$ cat src/rtl/stopwatch_core.sv
// Stopwatch core: synchronised tick/button inputs, 4-state control FSM and
// a six-digit BCD mm:ss.cc counter with a lap-freeze register.
module stopwatch_core (
    input  logic        clk,
    input  logic        rst_n,
    input  logic        clk_100Hz,
    input  logic        btn_start,
    input  logic        btn_lap,
    output logic [23:0] disp_bcd,
    output logic        running,
    output logic        lap_hold,
    output logic        overflow
);

    localparam logic [1:0] ST_IDLE  = 2'd0;
    localparam logic [1:0] ST_RUN   = 2'd1;
    localparam logic [1:0] ST_PAUSE = 2'd2;
    localparam logic [1:0] ST_LAP   = 2'd3;

    // Per-digit maximum, least significant digit in [3:0].
    localparam logic [23:0] DIGIT_MAX = 24'h595999;

    logic [2:0]  raw_in;
    logic [2:0]  events;
    logic [1:0]  live_reg;
    logic        tick_ev;
    logic        start_ev;
    logic        lap_ev;

    logic [1:0]  state_reg;
    logic [1:0]  state_next;
    logic [23:0] count_reg;
    logic [23:0] count_next;
    logic [23:0] lap_reg;
    logic [23:0] lap_next;
    logic        ovf_reg;
    logic        ovf_next;
    logic [23:0] count_inc;
    logic [6:0]  carry;
    logic        advance;

    assign raw_in = {btn_lap, btn_start, clk_100Hz};

    // live_reg[1] marks the point where the synchroniser outputs reflect real input.
    always_ff @(posedge clk or negedge rst_n) begin
        if (!rst_n) begin
            live_reg <= 2'b00;
        end else begin
            live_reg <= {live_reg[0], 1'b1};
        end
    end

    genvar gi;
    generate
        for (gi = 0; gi < 3; gi++) begin : g_sync
            logic sync1_reg;
            logic sync2_reg;
            logic prev_reg;
            logic armed_reg;
            logic event_reg;

            // An input must be seen low once after reset before a rise counts.
            always_ff @(posedge clk or negedge rst_n) begin
                if (!rst_n) begin
                    sync1_reg <= 1'b0;
                    sync2_reg <= 1'b0;
                    prev_reg  <= 1'b0;
                    armed_reg <= 1'b0;
                    event_reg <= 1'b0;
                end else begin
                    sync1_reg <= raw_in[gi];
                    sync2_reg <= sync1_reg;
                    prev_reg  <= sync2_reg;
                    if (live_reg[1] && !sync2_reg) begin
                        armed_reg <= 1'b1;
                    end
                    event_reg <= live_reg[1] & armed_reg & sync2_reg & ~prev_reg;
                end
            end

            assign events[gi] = event_reg;
        end
    endgenerate

    assign tick_ev  = events[0];
    assign start_ev = events[1];
    assign lap_ev   = events[2];

    assign carry[0] = 1'b1;

    generate
        for (gi = 0; gi < 6; gi++) begin : g_digit
            logic [3:0] digit;
            logic       wrap;

            assign digit                = count_reg[4*gi +: 4];
            assign wrap                 = (digit == DIGIT_MAX[4*gi +: 4]);
            assign carry[gi+1]          = carry[gi] & wrap;
            assign count_inc[4*gi +: 4] = carry[gi] ? (wrap ? 4'd0 : digit + 4'd1) : digit;
        end
    endgenerate

    assign advance = tick_ev && ((state_reg == ST_RUN) || (state_reg == ST_LAP));

    always_comb begin
        state_next = state_reg;
        count_next = count_reg;
        lap_next   = lap_reg;
        ovf_next   = ovf_reg;

        if (advance) begin
            count_next = count_inc;
            if (carry[6]) begin
                ovf_next = 1'b1;
            end
        end

        // Start always wins over a coincident lap.
        case (state_reg)
            ST_IDLE: begin
                if (start_ev) begin
                    state_next = ST_RUN;
                end
            end
            ST_RUN: begin
                if (start_ev) begin
                    state_next = ST_PAUSE;
                end else if (lap_ev) begin
                    state_next = ST_LAP;
                    lap_next   = count_reg;
                end
            end
            ST_PAUSE: begin
                if (start_ev) begin
                    state_next = ST_RUN;
                end else if (lap_ev) begin
                    state_next = ST_IDLE;
                    count_next = 24'h000000;
                    ovf_next   = 1'b0;
                end
            end
            ST_LAP: begin
                if (start_ev) begin
                    state_next = ST_PAUSE;
                end else if (lap_ev) begin
                    state_next = ST_RUN;
                end
            end
            default: begin
                state_next = ST_IDLE;
            end
        endcase
    end

    always_ff @(posedge clk or negedge rst_n) begin
        if (!rst_n) begin
            state_reg <= ST_IDLE;
            count_reg <= 24'h000000;
            lap_reg   <= 24'h000000;
            ovf_reg   <= 1'b0;
        end else begin
            state_reg <= state_next;
            count_reg <= count_next;
            lap_reg   <= lap_next;
            ovf_reg   <= ovf_next;
        end
    end

    assign disp_bcd = (state_reg == ST_LAP) ? lap_reg : count_reg;
    assign running  = (state_reg == ST_RUN) || (state_reg == ST_LAP);
    assign lap_hold = (state_reg == ST_LAP);
    assign overflow = ovf_reg;

endmodule

$ cat config.mk
export PLATFORM = sky130hd
export DESIGN_NAME = stopwatch_core
export DESIGN_NICKNAME = d
export VERILOG_FILES = /design/src/rtl/stopwatch_core.sv
export SDC_FILE = /design/constraint.sdc
export NUM_CORES = 1
export LEC_CHECK = 0
export CORE_UTILIZATION = 50
export CTS_CLUSTER_SIZE = 12
export DETAILED_ROUTE_END_ITERATION = 8
export PLACE_DENSITY = 0.71
export REMOVE_ABC_BUFFERS = 1
export SYNTH_ARGS = -nofsm -noshare
export SYNTH_HDL_FRONTEND = slang
export SYNTH_SLANG_ARGS = --single-unit
$ cat constraint.sdc
create_clock -name clk -period 2.6 [get_ports clk]
set_clock_uncertainty 0.2 [all_clocks]
set_input_delay 0.39 -clock clk [delete_from_list [all_inputs] [get_ports clk]]
set_output_delay 0.39 -clock clk [all_outputs]
set_load 0.05 [all_outputs]
==> summary.md, run 1 <==
| Metric | Value |
|---|---|
| Critical path's largest stage delay | `480 ps` |
| Met1 global-route usage | `between 20% and 30%` |
| Number of flops mapped to enable cells by yosys | `0` |
| Cells after Synth | `270` |
| DRT antenna net count | `0` |
| Chip height | `81.8 um` |
| Crit share post-route | `96.5%` |
| GRT Resource Usage Total | `between 20% and 30%` |
| Slew HR | `47.4%` |
| Peak VDD IR | `0.453 mV` |
| Startpoint Class | `register` |
| Setup CP Type | `reg -> out` |
| Yosys reg bits | `68` |
| Most used DFF post-synth | `dfrtp_1` |
| Asr flop ratio synth | `100%` |
| Power Dens Cells | `between 600 and 700 nW/um2` |
| Worst Path Arrival | `1920 ps` |
| Vias in the first global route | `between 2,000 and 2,500` |
| Clock root cell | `clkbuf_8` |
| Flip-flop and latch area | `1700 um2` |
| Via Count | `about 2,200` |
| Fin nets | `309` |
| Worst Tran Pin Value | `approximately 790 ps` |
| Gpl congestion | `0.778` |
| Run status | `finished clean` |
| DRT Wirelength | `6010 um` |
| Min-Delay Path Class | `reg -> reg` |
| H-tree depth | `3` |
| HPWL after DPL | `4030 um` |
| Row count | `28` |
| RSZ-0062 raised after global routing | `true` |
| Die W | `81.8 um` |
| Crit end category | `output port` |
| Fin Hold WS | `154 ps` |
| CP Max Fanout | `11` |
| Share of layout cells above drive strength 1 | `34.0%` |
| Crit path time final | `2510 ps` |
| Routed len/inst | `about 16 um` |
| Clk Latency, worst-skew pair | `350 ps` |
| DRT Pass-1 Iters | `4` |
| CP Cell Sequence | `nand2_1 > buf_4 > clkinv_1 > o21ai_1 > buf_12` |
| First-pass GRT wire length | `a little over 10,000 um` |
| Synthesized area | `between 3000 and 4000 um2` |
| Leakage | `around 0.0019 uW` |
| Yosys cell types | `46` |
| CP max stage cell | `dfrtp_1` |
| Initial core utilization | `a little over half` |
| Largest cells by area after synthesis | `dfrtp_1, mux2_2, nand2_1, a21oi_1, o21ai_0` |
| Area grow syn2layout | `26.6%` |
| Area occupied by multi-input gates | `1380 um2` |
| Max-slew violations | `0` |
| DRC errors left | `0` |
| Post-route insts no fill | `approximately 380` |
| Register area share after synthesis | `53.4%` |
| ANT cells | `0` |
| Met3 Use GR | `7.00%` |
| Post-DR vias/cell | `5.73` |
| Inserted Clock Buffers | `9` |
| Filler cells | `462` |
| FMAX | `398 MHz` |
| Synth top area share | `53.4%` |
| Finish-stage setup viols | `0` |
| CP required | `2010 ps` |
| Area leader, netlist | `dfrtp_1` |
| DRT iter0 DRCs | `approximately 140` |
| Setup_tns | `0 ps` |
| Core area | `approximately 6000 um2` |
| R2R setup slack | `490 ps` |
| Longest Clk Path Bufs | `2` |
| Die area | `6690 um2` |
| I/O Buffers | `31` |
| Largest net degree at the start of global routing | `38` |
| Global Route met2 Usage | `37.7%` |
| Mean area per synthesized cell | `11.8 um2` |
| Initial antenna violation count | `0` |
| # clock sinks | `68` |
| Final-report hold violation count | `0` |
| GRT Residual Overflow | `0` |
| Most Used Layer, Global Route | `met2` |
| CTS tree | `yes` |
| MaxCap Viol Count | `0` |
| Placed insts | `367` |
| I/O pin total | `32` |
| Ys Warns | `0` |
| Clock Pin Slew Worst Setup and Hold Paths | `80 ps` |
## power breakdown
group	internal, uW	switching (uW)	leakage [uW]
registers	1120	72.0	0.000899
logic	240	318	0.000870
clock network	546	423	0.000110
total	1910	813	0.00188
## cell usage in the layout, fill, tap and decap left out, types with 2 or more instances in the layout
cell             instances
a21o_1                   3
a21oi_1                 11
a31oi_1                  3
and3_1                   4
and4b_1                  4
and4bb_2                 3
buf_12                  24
buf_4                    8
bufinv_16                2
clkbuf_8                 9
clkdlybuf4s50_1          5
dfrtp_1                 68
inv_1                    7
inv_6                    2
mux2_2                  45
mux2i_1                  4
nand2_1                 20
nand2b_1                 4
nand3_1                  5
nand3b_1                 2
nand4_1                  4
nor2_1                  10
nor2b_1                  6
nor3_1                   4
nor3b_1                  3
o21ai_0                  6
o21ai_1                  4
o311ai_0                 3
o41ai_1                  3
or2_2                    3
or4_1                    3
xnor2_1                  3
xor2_1                   3
## synth_stat cells (2+ instances only)
master	instances
a21o_1	3
a21oi_1	11
a31oi_1	3
and3_1	4
and4b_1	4
and4bb_2	3
buf_2	7
clkbuf_1	7
dfrtp_1	68
inv_1	7
mux2_2	45
mux2i_1	4
nand2_1	20
nand2b_1	4
nand3_1	5
nand3b_1	2
nand4_1	4
nor2_1	10
nor2b_1	6
nor3_1	4
nor3b_1	3
o21ai_0	10
o311ai_0	3
o41ai_1	3
or2_2	3
or4_1	3
xnor2_1	3
xor2_1	3
## per-layer routing
layer | up-vias | part of all wire, %
met1 | 1107 | 42
met3 | 10 | 4.0
li1 | 1037 | -
met4 | 0 | 1.5
met2 | 48 | 52
met5 | - | 0
## cell families (layout without fill, tap and decap cells)
logic type             after synthesis  in the layout  synth area share (%)
buffers and inverters               24             63                  3.34
XOR/XNOR                             6              6                  1.65
AND/OR/NAND/NOR                     82             82                  16.1
AO/OA/AOI/OAI                       40             40                  8.17
other                                1              1                 0.118
multiplexers                        49             49                  17.2
flip-flops                          68             68                  53.4
## cell type report
cell class	count	area share (%)
flip-flops and latches	68	42.2
multi-input cells	178	34.2
clock buffers	9	3.07
well taps	75	2.33
clock inverters	7	2.45
repair buffers	39	15.0
inverters	8	0.745
## stage by stage
step	util (%)	setup WS (ps)	power (uW)	cell area (um2)
after floorplan	-	-1130	1520	3110
after global placement	63.0	438	1760	3800
after detailed placement	63.0	376	1770	3800
after CTS	66.9	14.1	2750	4030
after global routing	66.9	-24.8	2840	4030
final	66.9	90.0	2720	4030
## path summary, 6_finish.rpt
path | to | start | cells after the start
worst min register to register | g_sync[0].sync2_reg | g_sync[0].sync1_reg | 0
worst min-delay path | g_sync[0].sync2_reg | g_sync[0].sync1_reg | 0
min in group asynchronous | lap_reg[2] | rst_n | 2
worst max-delay path | disp_bcd[6] | state_reg[0] | 5
worst max register to register | count_reg[12] | state_reg[0] | 4
max in group asynchronous | count_reg[8] | rst_n | 3
## timing repair
action / CTS / global route
setup endpoints to repair: 1 / 4
hold buffers: 1 / 0
hold endpoints to repair: 34 / 0
pin swaps: 0 / 0
gates resized for setup: 1 / 3
setup buffers: 0 / 0
## worst max-delay path, delay by kind of cell, from the launching register on
kind                   cells  cell delay, ps
AO/OA/AOI/OAI              1             350
buffers and inverters      3             630
flip-flops                 1             480
AND/OR/NAND/NOR            1             120
(Power assumes the default switching activity.)
==> run 2: changes to the inputs <==
Settings changed: CORE_UTILIZATION 50 to 56, PLACE_DENSITY 0.71 to 0.79, SLEW_MARGIN set to 25.
==> run 2 against run 1 <==
  * Register-to-register slack worse by 40 ps
  * Via count stayed put
  * Clock power fell by 7.0%
  * Maximum frequency rose by 2.9%
==> summary.md, run 2 (synthesis results as in run 1) <==
| Metric | Value |
|---|---|
| Worst Tran Pin Value | `529 ps` |
| Critical path's top delay family | `flip-flops` |
| Clock root cell | `clkbuf_8` |
| Worst R2R Start | `state_reg[0]` |
| Clock Pin Slew Worst Setup and Hold Paths | `70 ps` |
| Min-Delay Path Class | `reg -> reg` |
| Switch share | `just under 30%` |
| Run status | `finished clean` |
| Crit path capture | `disp_bcd[1]` |
| First-pass GRT wire length | `10,300 um` |
| DRC errors left | `0` |
| Fin Hold WS | `between 100 and 150 ps` |
| Clk network pwr share | `34.0%` |
| Crit end category | `output port` |
| Routed len/inst | `between 15 and 20 um` |
| I/O Buffers | `31` |
| Worst r2r dst | `count_reg[20]` |
| Crit path from | `state_reg[0]` |
| Largest net degree at the start of global routing | `69` |
| CP Buf/Inv Count | `2` |
| Vias in the first global route | `about 2,100` |
| Postcts setup bufs | `0` |
| Sw power | `~780 uW` |
| CP required | `between 2000 and 2500 ps` |
| GRT Residual Overflow | `0` |
| Die area | `5990 um2` |
| FMAX | `410 MHz` |
| GRT Resource Usage Total | `between 20 and 25%` |
| Row count | `27` |
| Fin nets | `306` |
| Initial core utilization | `57.8%` |
| Longest Clk Path Bufs | `2` |
| Crit share post-route | `between 90% and 100%` |
| ANT cells | `0` |
| Startpoint Class | `register` |
| Sequential share of power | `45.1%` |
| Slew HR | `64.7%` |
| Share of layout cells above drive strength 1 | `33.1%` |
| Comb power frac | `20.9%` |
| Leading cell type in the layout, fill and taps excluded | `dfrtp_1` |
| Leakage | `0.00186 uW` |
| DRT antenna net count | `0` |
| Most Used Layer, Global Route | `met2` |
| HPWL after DPL | `3750 um` |
| DRT Wirelength | `6160 um` |
| Final-report hold violation count | `0` |
| CP Max Fanout | `11` |
| Power Dens Cells | `662 nW/um2` |
| Met1 global-route usage | `28.4%` |
| DRT iter0 DRCs | `139` |
| Worst Path Arrival | `1850 ps` |
| CP max stage cell | `dfrtp_1` |
| Inserted Clock Buffers | `9` |
| Chip height | `77.4 um` |
| Setup CP Type | `reg -> out` |
| Clk Latency, worst-skew pair | `340 ps` |
| # clock sinks | `68` |
| Post-DR vias/cell | `roughly 6` |
| Area grow syn2layout | `25.7%` |
| MaxCap Viol Count | `0` |
| I/O pin total | `32` |
| CP Cell Sequence | `nand2_1 > clkinv_1 > o21ai_0 > buf_12` |
| Reg2reg path depth | `4` |
| Post-route insts no fill | `377` |
| Core area | `5510 um2` |
| Max-slew violations | `0` |
| Hold-fix buffers, CTS | `1` |
| Global Route met2 Usage | `37.9%` |
| RSZ-0062 raised after global routing | `false` |
| Most frequent cells in the layout | `dfrtp_1, mux2_2, buf_12, nand2_1, clkbuf_8` |
| Crit path time final | `roughly 2400 ps` |
| Critical path's largest stage delay | `480 ps` |
| H-tree depth | `3` |
| Int Pwr | `1870 uW` |
| Fin util | `72.7%` |
| Finish-stage setup viols | `0` |
| Setup_tns | `0 ps` |
| Peak VDD IR | `0.407 mV` |
| DRT Pass-1 Iters | `4` |
| R2R setup slack | `450 ps` |
| CTS tree | `yes` |
| Via Count | `2,202` |
| Die W | `77.4 um` |
| Gpl congestion | `0.747` |
| Placed insts | `around 360` |
| Met3 Use GR | `5.06%` |
| Worst path depth | `4` |
| Initial antenna violation count | `0` |
| Number of gates resized after cts | `0` |
[run 2: layout make-up]
type | instances | area [um2]
clock buffer | 12 | 165
clock inverter | 3 | 45.0
fill | 368 | 1500
inverter | 8 | 30.0
multi-input combinational | 178 | 1380
sequential | 68 | 1700
tap | 72 | 90.1
timing repair buffer | 36 | 596
[run 2: layer usage]
layer,vias up,part of all wire [%]
met5,-,0
met4,0,1.5
met3,10,3.2
met2,41,51
met1,1122,44
li1,1029,-
[run 2: worst reg2reg max path: cells and delay by family, from the launching register on]
| family | cells | cell delay, ps |
|---|---|---|
| DFF | 1 | 510 |
| and+or+nand+nor | 2 | 630 |
| AOI/OAI and AO/OA | 2 | 670 |
[run 2: stage by stage]
step / setup slack [ps] / power, uW / instance area, um2
after floorplan: -1130 / 1520 / 3110
after global placement: 553 / 1760 / 3780
after detailed placement: 504 / 1770 / 3780
after CTS: 122 / 2670 / 4000
after global routing: 31.7 / 2750 / 4000
final: 162 / 2650 / 4000
[run 2: worst min path at each step]
| stage | from | end | slack (ps) | cells after the start |
|---|---|---|---|---|
| floorplan | rst_n | count_reg[0] | -110 | 0 |
| global placement | g_sync[0].sync1_reg | g_sync[0].sync2_reg | 130 | 0 |
| detailed placement | g_sync[0].sync1_reg | g_sync[0].sync2_reg | 130 | 0 |
| CTS | g_sync[0].sync1_reg | g_sync[0].sync2_reg | 150 | 0 |
| global route | g_sync[0].sync1_reg | g_sync[0].sync2_reg | 160 | 0 |
| finish | g_sync[0].sync1_reg | g_sync[0].sync2_reg | 150 | 0 |
[run 2: power by group through the flow]
| stage | Combinational (uW) | Clock [uW] | Sequential, uW |
|---|---|---|---|
| CTS | 563 | 912 | 1190 |
| global placement | 552 | 0 | 1210 |
| detailed placement | 558 | 0 | 1210 |
| global route | 584 | 952 | 1210 |
| finish | 555 | 901 | 1200 |
| floorplan | 298 | 0 | 1220 |
==> run 3: changes to the inputs <==
Settings changed: CORE_UTILIZATION 56 to 40, PLACE_DENSITY 0.79 to unset, SETUP_SLACK_MARGIN set to 0.05, SKIP_CTS_REPAIR_TIMING set to 1.
==> run 3 against run 2 <==
  * The flow now finishes with violations (DRC)
  * Worst hold slack improved by 2.7 ps
  * Worst setup slack improved by 32 ps
  * Clock power rose by 11%
  * Register-to-register slack barely moved
  * Cell count rose by 8.2%
  * Via count fell by 2.3%
  * First-iteration DRC count fell by 46%
  * Clock-buffer cell count fell by 1
  * Combinational power rose by 2%
  * Flip-flop and latch count did not move
  * Non-clock buffer count did not move
  * Largest power group unchanged
==> summary.md, run 3 (synthesis results as in run 1) <==
| Metric | Value |
|---|---|
| FMAX | `416 MHz` |
| GRT Residual Overflow | `0` |
| Core area | `7730 um2` |
| Sequential share of power | `43.4%` |
| DRT Wirelength | `5830 um` |
| Most frequent cells in the layout | `dfrtp_1, mux2_2, buf_12, nand2_1` |
| I/O Buffers | `31` |
| ANT cells | `0` |
| Gpl congestion | `roughly 0.73` |
| Critical path's top delay family | `flip-flops` |
| CP Max Fanout | `12` |
| Crit end category | `output port` |
| CTS tree | `yes` |
| RSZ-0062 raised after global routing | `false` |
| Leakage | `around 0.0019 uW` |
| Fin nets | `about 310` |
| Clock Pin Slew Worst Setup and Hold Paths | `70 ps` |
| DRT iter0 DRCs | `75` |
| Initial core utilization | `41.2%` |
| GRT Resource Usage Total | `between 10% and 20%` |
| Power Dens Cells | `678 nW/um2` |
| Placed insts | `391` |
| DRT Pass-1 Iters | `8` |
| # clock sinks | `68` |
| Crit share post-route | `92.5%` |
| Setup CP Type | `reg -> out` |
| Fin util | `a little over half` |
| Int Pwr | `1960 uW` |
| Clock root cell | `clkbuf_8` |
| Die W | `91.2 um` |
| MaxCap Viol Count | `0` |
| Sw power | `between 800 and 900 uW` |
| Initial antenna violation count | `0` |
| First-pass GRT wire length | `10,200 um` |
| Run status | `complete, but fails checks` |
| Die area | `8320 um2` |
| R2R setup slack | `approximately 450 ps` |
| Leading cell type in the layout, fill and taps excluded | `dfrtp_1` |
| Startpoint Class | `register` |
| Vias in the first global route | `2,126` |
| Clk network pwr share | `a little over a third` |
| Routed len/inst | `14.3 um` |
| Comb power frac | `about a fifth` |
| Setup_tns | `0 ps` |
| Via Count | `2,152` |
| Post-DR vias/cell | `5.27` |
| DRT antenna net count | `0` |
| Critical path's largest stage delay | `500 ps` |
| Inserted Clock Buffers | `9` |
| Switch share | `roughly 30%` |
| Peak VDD IR | `0.299 mV` |
| Largest net degree at the start of global routing | `69` |
| CP Buf/Inv Count | `2` |
| Final-report hold violation count | `0` |
| Slew HR | `a little under two thirds` |
| Area grow syn2layout | `28.1%` |
| Chip height | `91.2 um` |
| Worst Tran Pin Value | `545 ps` |
| Pre-CTS setup slack | `319 ps` |
| I/O pin total | `32` |
| Worst Setup Slack, final | `194 ps` |
| CP Cell Sequence | `nand2_4 > buf_4 > mux2_2 > buf_12` |
| H-tree depth | `3` |
| Worst Path Arrival | `1820 ps` |
| Min-Delay Path Class | `reg -> reg` |
| Share of layout cells above drive strength 1 | `about a third` |
| Failing checks | `DRC` |
| CP max stage cell | `dfrtp_1` |
| Row count | `32` |
| Finish-stage setup viols | `0` |
| Crit path time final | `2410 ps` |
| Placed Instance Area | `3820 um2` |
| HPWL after DPL | `3740 um` |
| Longest Clk Path Bufs | `2` |
| DRC errors left | `1` |
| CP required | `approximately 2000 ps` |
| Clk Latency, worst-skew pair | `between 300 and 400 ps` |
| Post-route insts no fill | `408` |
| Max-slew violations | `0` |
| Design Area, Final | `4080 um2` |
-- run 3: metal layers --
metal  wire [um]  track usage (%)
met3         132             3.35
met5           0                0
met1        2810             20.5
met4         116             7.54
met2        2770             25.2
-- run 3: area by class of cell --
type | count | area [um2]
multi-input cells | 178 | 1380
inverters | 8 | 33.8
clock inverters | 5 | 83.8
clock buffers | 11 | 151
fillers | 689 | 3650
flip-flops and latches | 68 | 1700
well taps | 102 | 128
repair buffers | 36 | 596
-- run 3: worst paths after layout --
kind,from,endpoint,cells after the start
setup reg to reg,state_reg[0],count_reg[12],4
hold / removal,g_sync[0].sync1_reg,g_sync[0].sync2_reg,0
setup / recovery,state_reg[0],disp_bcd[7],4
max in group asynchronous,rst_n,lap_reg[16],3
hold reg to reg,g_sync[0].sync1_reg,g_sync[0].sync2_reg,0
min in group asynchronous,rst_n,count_reg[10],3
-- run 3: power groups by stage --
stage                     combinational (uW)  clock, uW  sequential, uW
after floorplan                          298          0            1220
after global placement                   562          0            1210
after detailed placement                 564          0            1210
after CTS                                566       1020            1190
after global routing                     603       1070            1210
final                                    566       1000            1200
-- run 3: per-stage QoR --
stage | power (uW) | hold WS, ps
2_1_floorplan | 1520 | -106
3_3_place_gp | 1770 | 131
3_5_place_dp | 1780 | 137
4_1_cts | 2780 | -131
5_1_grt | 2890 | 161
6_report | 2770 | 152
==> RTL edit 1, RTL diff (flow settings as in run 1) <==
Set the localparam `DIGIT_MAX` to 24'h430332 (it was 24'h595999).
--- a/src/rtl/stopwatch_core.sv
+++ b/src/rtl/stopwatch_core.sv
@@ -18,7 +18,7 @@
     localparam logic [1:0] ST_LAP   = 2'd3;
 
     // Per-digit maximum, least significant digit in [3:0].
-    localparam logic [23:0] DIGIT_MAX = 24'h595999;
+    localparam logic [23:0] DIGIT_MAX = 24'h430332;
 
     logic [2:0]  raw_in;
     logic [2:0]  events;
Check against the original RTL: same outputs for any inputs over 10 cycles, from zero or initial values and one cycle with rst_n low; that may be too few to reach the edited logic, so the function may still have changed.
==> RTL edit 1 against run 1 <==
  * Design area decreased by 1.6%
  * Global-route usage shrank 0.66 points
  * Wire length decreased by 5.1%
  * Area after synthesis down 0.39%
  * First-iteration DRC count rose by 0.72%
  * Sequential power up 5%
  * Setup slack improved by 0.018 ns
  * Total power fell by 1.7%
  * Count of clock-buffer cells in the layout rose by 3
  * Sequential cell count stayed put
  * Cell count shrank 0.26%
  * Critical path type unchanged
  * Critical endpoint is now disp_bcd[21]
==> RTL edit 1: results (changes against run 1) <==
post-DR vias/cell=5.68 (-0.97%); M3 GR Usage=6.33% (-0.67 points); run status=finished, final reports clean; sequential logic power=1250 uW (+5%); synth cell count leaders=sky130_fd_sc_hd__dfrtp_1 (68), sky130_fd_sc_hd__mux2_2 (44), sky130_fd_sc_hd__nand2_1 (19); area share of xor/xnor cells in the synthesized design=1.66% (+0.0065 points); met3 routed WL=217 um (-10%); met1 layer usage reported by global route=27.3% (+3.9 points); final critical-path setup slack=0.108 ns (+0.0177 ns); leakage=0.00183 uW (-2.4%); GRT Overall Usage=20.5% (-0.66 points); Critical Path End=disp_bcd[21]; reported clock group power=696 uW (-28%); Seq/Total Area, Yosys=53.6% (+0.21 points); gate count of the mapped netlist=268 (-0.74%); metal2 WL=2.66 mm (-15%); Post-Synth Adder-Cell Area=2.76% (+2.8 points); number of cells on the worst reg-to-reg path=5 (+1); final weighted congestion of routability-driven global placement=0.766 (-1.6%); Placed Area=3800 um^2 (+0.20%); layout cell share with drive strength beyond 1=31.2% (-2.8 points); arrival time at the worst endpoint=1.90 ns (-0.02 ns); HPWL after detailed placement=3.95 mm (-2.1%); largest net degree at the start of global routing=42 (+11%); via count of the first global-routing pass=2109 (-7.2%); Max IR drop VDD=0.000591 V (+30%); net total in the final layout=316 (+2.3%)
==> RTL edit 1: cell count changes after synthesis, moves of 3 or more <==
cell                       before  now
sky130_fd_sc_hd__o41ai_1        3    0
sky130_fd_sc_hd__and4bb_2       3    0
sky130_fd_sc_hd__ha_1           0    7
sky130_fd_sc_hd__or2_2          3    0
sky130_fd_sc_hd__nor2b_1        6    2
sky130_fd_sc_hd__nand4_1        4    7
sky130_fd_sc_hd__o311ai_0       3    0
sky130_fd_sc_hd__nand2b_1       4    1
sky130_fd_sc_hd__nor3b_2        0    3
==> RTL edit 1: cell type report <==
type / count / area (um^2)
Timing Repair Buffer: 39 / 606
Fill cell: 472 / 2060
Multi-Input combinational cell: 177 / 1380
Inverter: 9 / 33.8
Sequential cell: 68 / 1700
Tap cell: 75 / 93.8
Clock buffer: 12 / 135
Clock inverter: 3 / 15.0
==> RTL edit 1: timing repair <==
item	4_1_cts	5_1_grt
setup buffers	0	0
hold buffers	1	0
setup endpoints to repair	0	4
resized for setup	0	1
hold endpoints to repair	68	0
==> RTL edit 2, RTL diff (flow settings as in run 1) <==
Without the edit above. Register the outputs `disp_bcd`, `running` and `lap_hold`, with the module's reset; this adds one clock of latency there. The other outputs are not delayed to match.
--- a/src/rtl/stopwatch_core.sv
+++ b/src/rtl/stopwatch_core.sv
@@ -166,9 +166,17 @@
         end
     end
 
-    assign disp_bcd = (state_reg == ST_LAP) ? lap_reg : count_reg;
-    assign running  = (state_reg == ST_RUN) || (state_reg == ST_LAP);
-    assign lap_hold = (state_reg == ST_LAP);
+    always_ff @(posedge clk or negedge rst_n) begin
+        if (!rst_n) begin
+            disp_bcd <= '0;
+            running  <= '0;
+            lap_hold <= '0;
+        end else begin
+            disp_bcd <= (state_reg == ST_LAP) ? lap_reg : count_reg;
+            running  <= (state_reg == ST_RUN) || (state_reg == ST_LAP);
+            lap_hold <= (state_reg == ST_LAP);
+        end
+    end
     assign overflow = ovf_reg;
 
 endmodule
Function: changed (Yosys sat finds a counterexample within 10 cycles, from zero or initial values and one cycle with rst_n low).
==> RTL edit 2 against run 1 <==
  * Area after synthesis is 20% higher
  * Sequential share of layout area grew 11 points
  * Total power increased by 13%
  * Wire length is 3.2% higher
  * Worst hold slack got worse by 0.0038 ns
  * Sequential cell count grew 26
  * Setup slack better by 0.41 ns
  * Design area grew 11%
  * Die area increased by 20%
  * Critical path type unchanged
  * Largest cell class unchanged
==> RTL edit 2: results (changes against run 1) <==
maximum cell stage delay along the critical path=0.80 ns (+0.32 ns); Port Buffer Count=31 (unchanged); cell at the slowest stage of the critical path=sky130_fd_sc_hd__clkdlybuf4s50_1; count of unique library cells instantiated by Yosys=46 (unchanged); worst hold path class=flop to flop; Worst Hold Endpoint=live_reg[1]; number of resized instances in the post-cts repair step=0 (-1); Final setup viols=0 (unchanged); Worst Hold Launch=live_reg[0]; synth cell count leaders=sky130_fd_sc_hd__dfrtp_1 (94), sky130_fd_sc_hd__mux2_2 (45), sky130_fd_sc_hd__nand2_1 (20); leading cell types by total area after synthesis=sky130_fd_sc_hd__dfrtp_1 (61%), sky130_fd_sc_hd__mux2_2 (13%), sky130_fd_sc_hd__nand2_1 (2.0%); worst-path maximum fanout=2 (-9); Routed WL per cell=14.3 um (-8.5%); Reg2Reg Setup Slack=0.52 ns (+0.03 ns); initial antenna violation count=0 (unchanged); filler instances=568 (+23%); worst reg2reg path startpoint=state_reg[0]; overall via count from detail_route=2326 (+5.6%); via count of the first global-routing pass=2289 (+0.70%); HPWL after detailed placement=4.03 mm (-0.14%); final weighted congestion of routability-driven global placement=0.785 (+0.94%); net total in the final layout=334 (+8.1%); leakage=0.00211 uW (+12%); wire length of the first global-routing pass=10.7 mm (+3.5%); Seq/Total Area, Yosys=61.3% (+7.9 points); worst hold slack after final layout=0.150 ns (-0.00380 ns); number of levels in the clock H-tree=3 (unchanged); Max IR drop VDD=0.000287 V (-37%); net switching power=839 uW (+3.2%); layout cell share with drive strength beyond 1=23.1% (-11 points); number of cells on the worst hold path=0 (unchanged); Iter 0 DRT Violations=149 (+7.2%); relative slew slack=59.8% (+12 points); clock transition at the registers of the reported paths=0.08 ns (about the same); number of synthesized flops with an enable pin=0 (unchanged); GRT Overall Usage=17.9% (-3.3 points); run status=finished, final reports clean; largest net degree at the start of global routing=49 (+29%); number of optimization iterations in the first detailed-route pass=6 (+2); R2R Path End=count_reg[12]
RTL edit 2: cell count changes after synthesis:
cell                      change
sky130_fd_sc_hd__dfrtp_1     +26
RTL edit 2: worst max-delay path by stage:
stage | start | end | slack, ns
floorplan | state_reg[1] | lap_reg[0] | 0.71
global placement | state_reg[0] | count_reg[12] | 0.62
detailed placement | state_reg[0] | count_reg[14] | 0.52
CTS | overflow | overflow | 0.47
global route | state_reg[0] | count_reg[14] | 0.34
finish | overflow | overflow | 0.50
RTL edit 2: layer usage:
layer / track usage [%] / vias to the layer above / share of wire, %
met5: 0 / - / 0
li1: - / 1116 / -
met3: 3.47 / 8 / 3.3
met1: 24.6 / 1155 / 49
met4: 8.66 / 0 / 1.8
met2: 27.5 / 47 / 46
RTL edit 2: worst register-to-register path, cell delays in order, from the launching register on:
cell                      delay (ns)
sky130_fd_sc_hd__dfrtp_1        0.51
sky130_fd_sc_hd__and3_1         0.40
sky130_fd_sc_hd__nand4_1        0.30
sky130_fd_sc_hd__or4_1          0.46
sky130_fd_sc_hd__a21oi_1        0.15
RTL edit 2: area by class of cell:
cell class	count	area share [%]
clock buffer	13	3.56
clock inverter	3	0.954
inverter	8	0.673
multi-input combinational	178	30.9
sequential	94	52.7
tap	99	2.78
timing repair buffer	38	8.42
RTL edit 2: repair_timing:
item,CTS,global route
setup buffers,0,0
hold endpoints to repair,46,0
hold buffers,1,0
RTL edit 2: cell families after synthesis:
| kind of cell | Yosys count | share of synthesized area [%] |
|---|---|---|
| compound gates | 40 | 6.79 |
| xor+xnor | 6 | 1.37 |
| buf+inv | 24 | 2.77 |
| flops | 94 | 61.3 |
| mux | 49 | 14.3 |
| other cells | 1 | 0.0978 |
| simple gates | 82 | 13.4 |
RTL edit 2: power by group through the flow:
stage               clock network [uW]  logic [uW]  registers (uW)
floorplan                            0         182            1770
global placement                     0         469            1660
detailed placement                   0         471            1660
CTS                               1000         475            1630
global route                      1060         503            1650
finish                             970         469            1630
RTL edit 2: stage by stage:
step | instances | instance area, um^2
6_report | 433 | 4460
5_1_grt | 433 | 4460
3_5_place_dp | 416 | 4250
4_1_cts | 433 | 4460
3_3_place_gp | 416 | 4250
2_1_floorplan | 280 | 3760
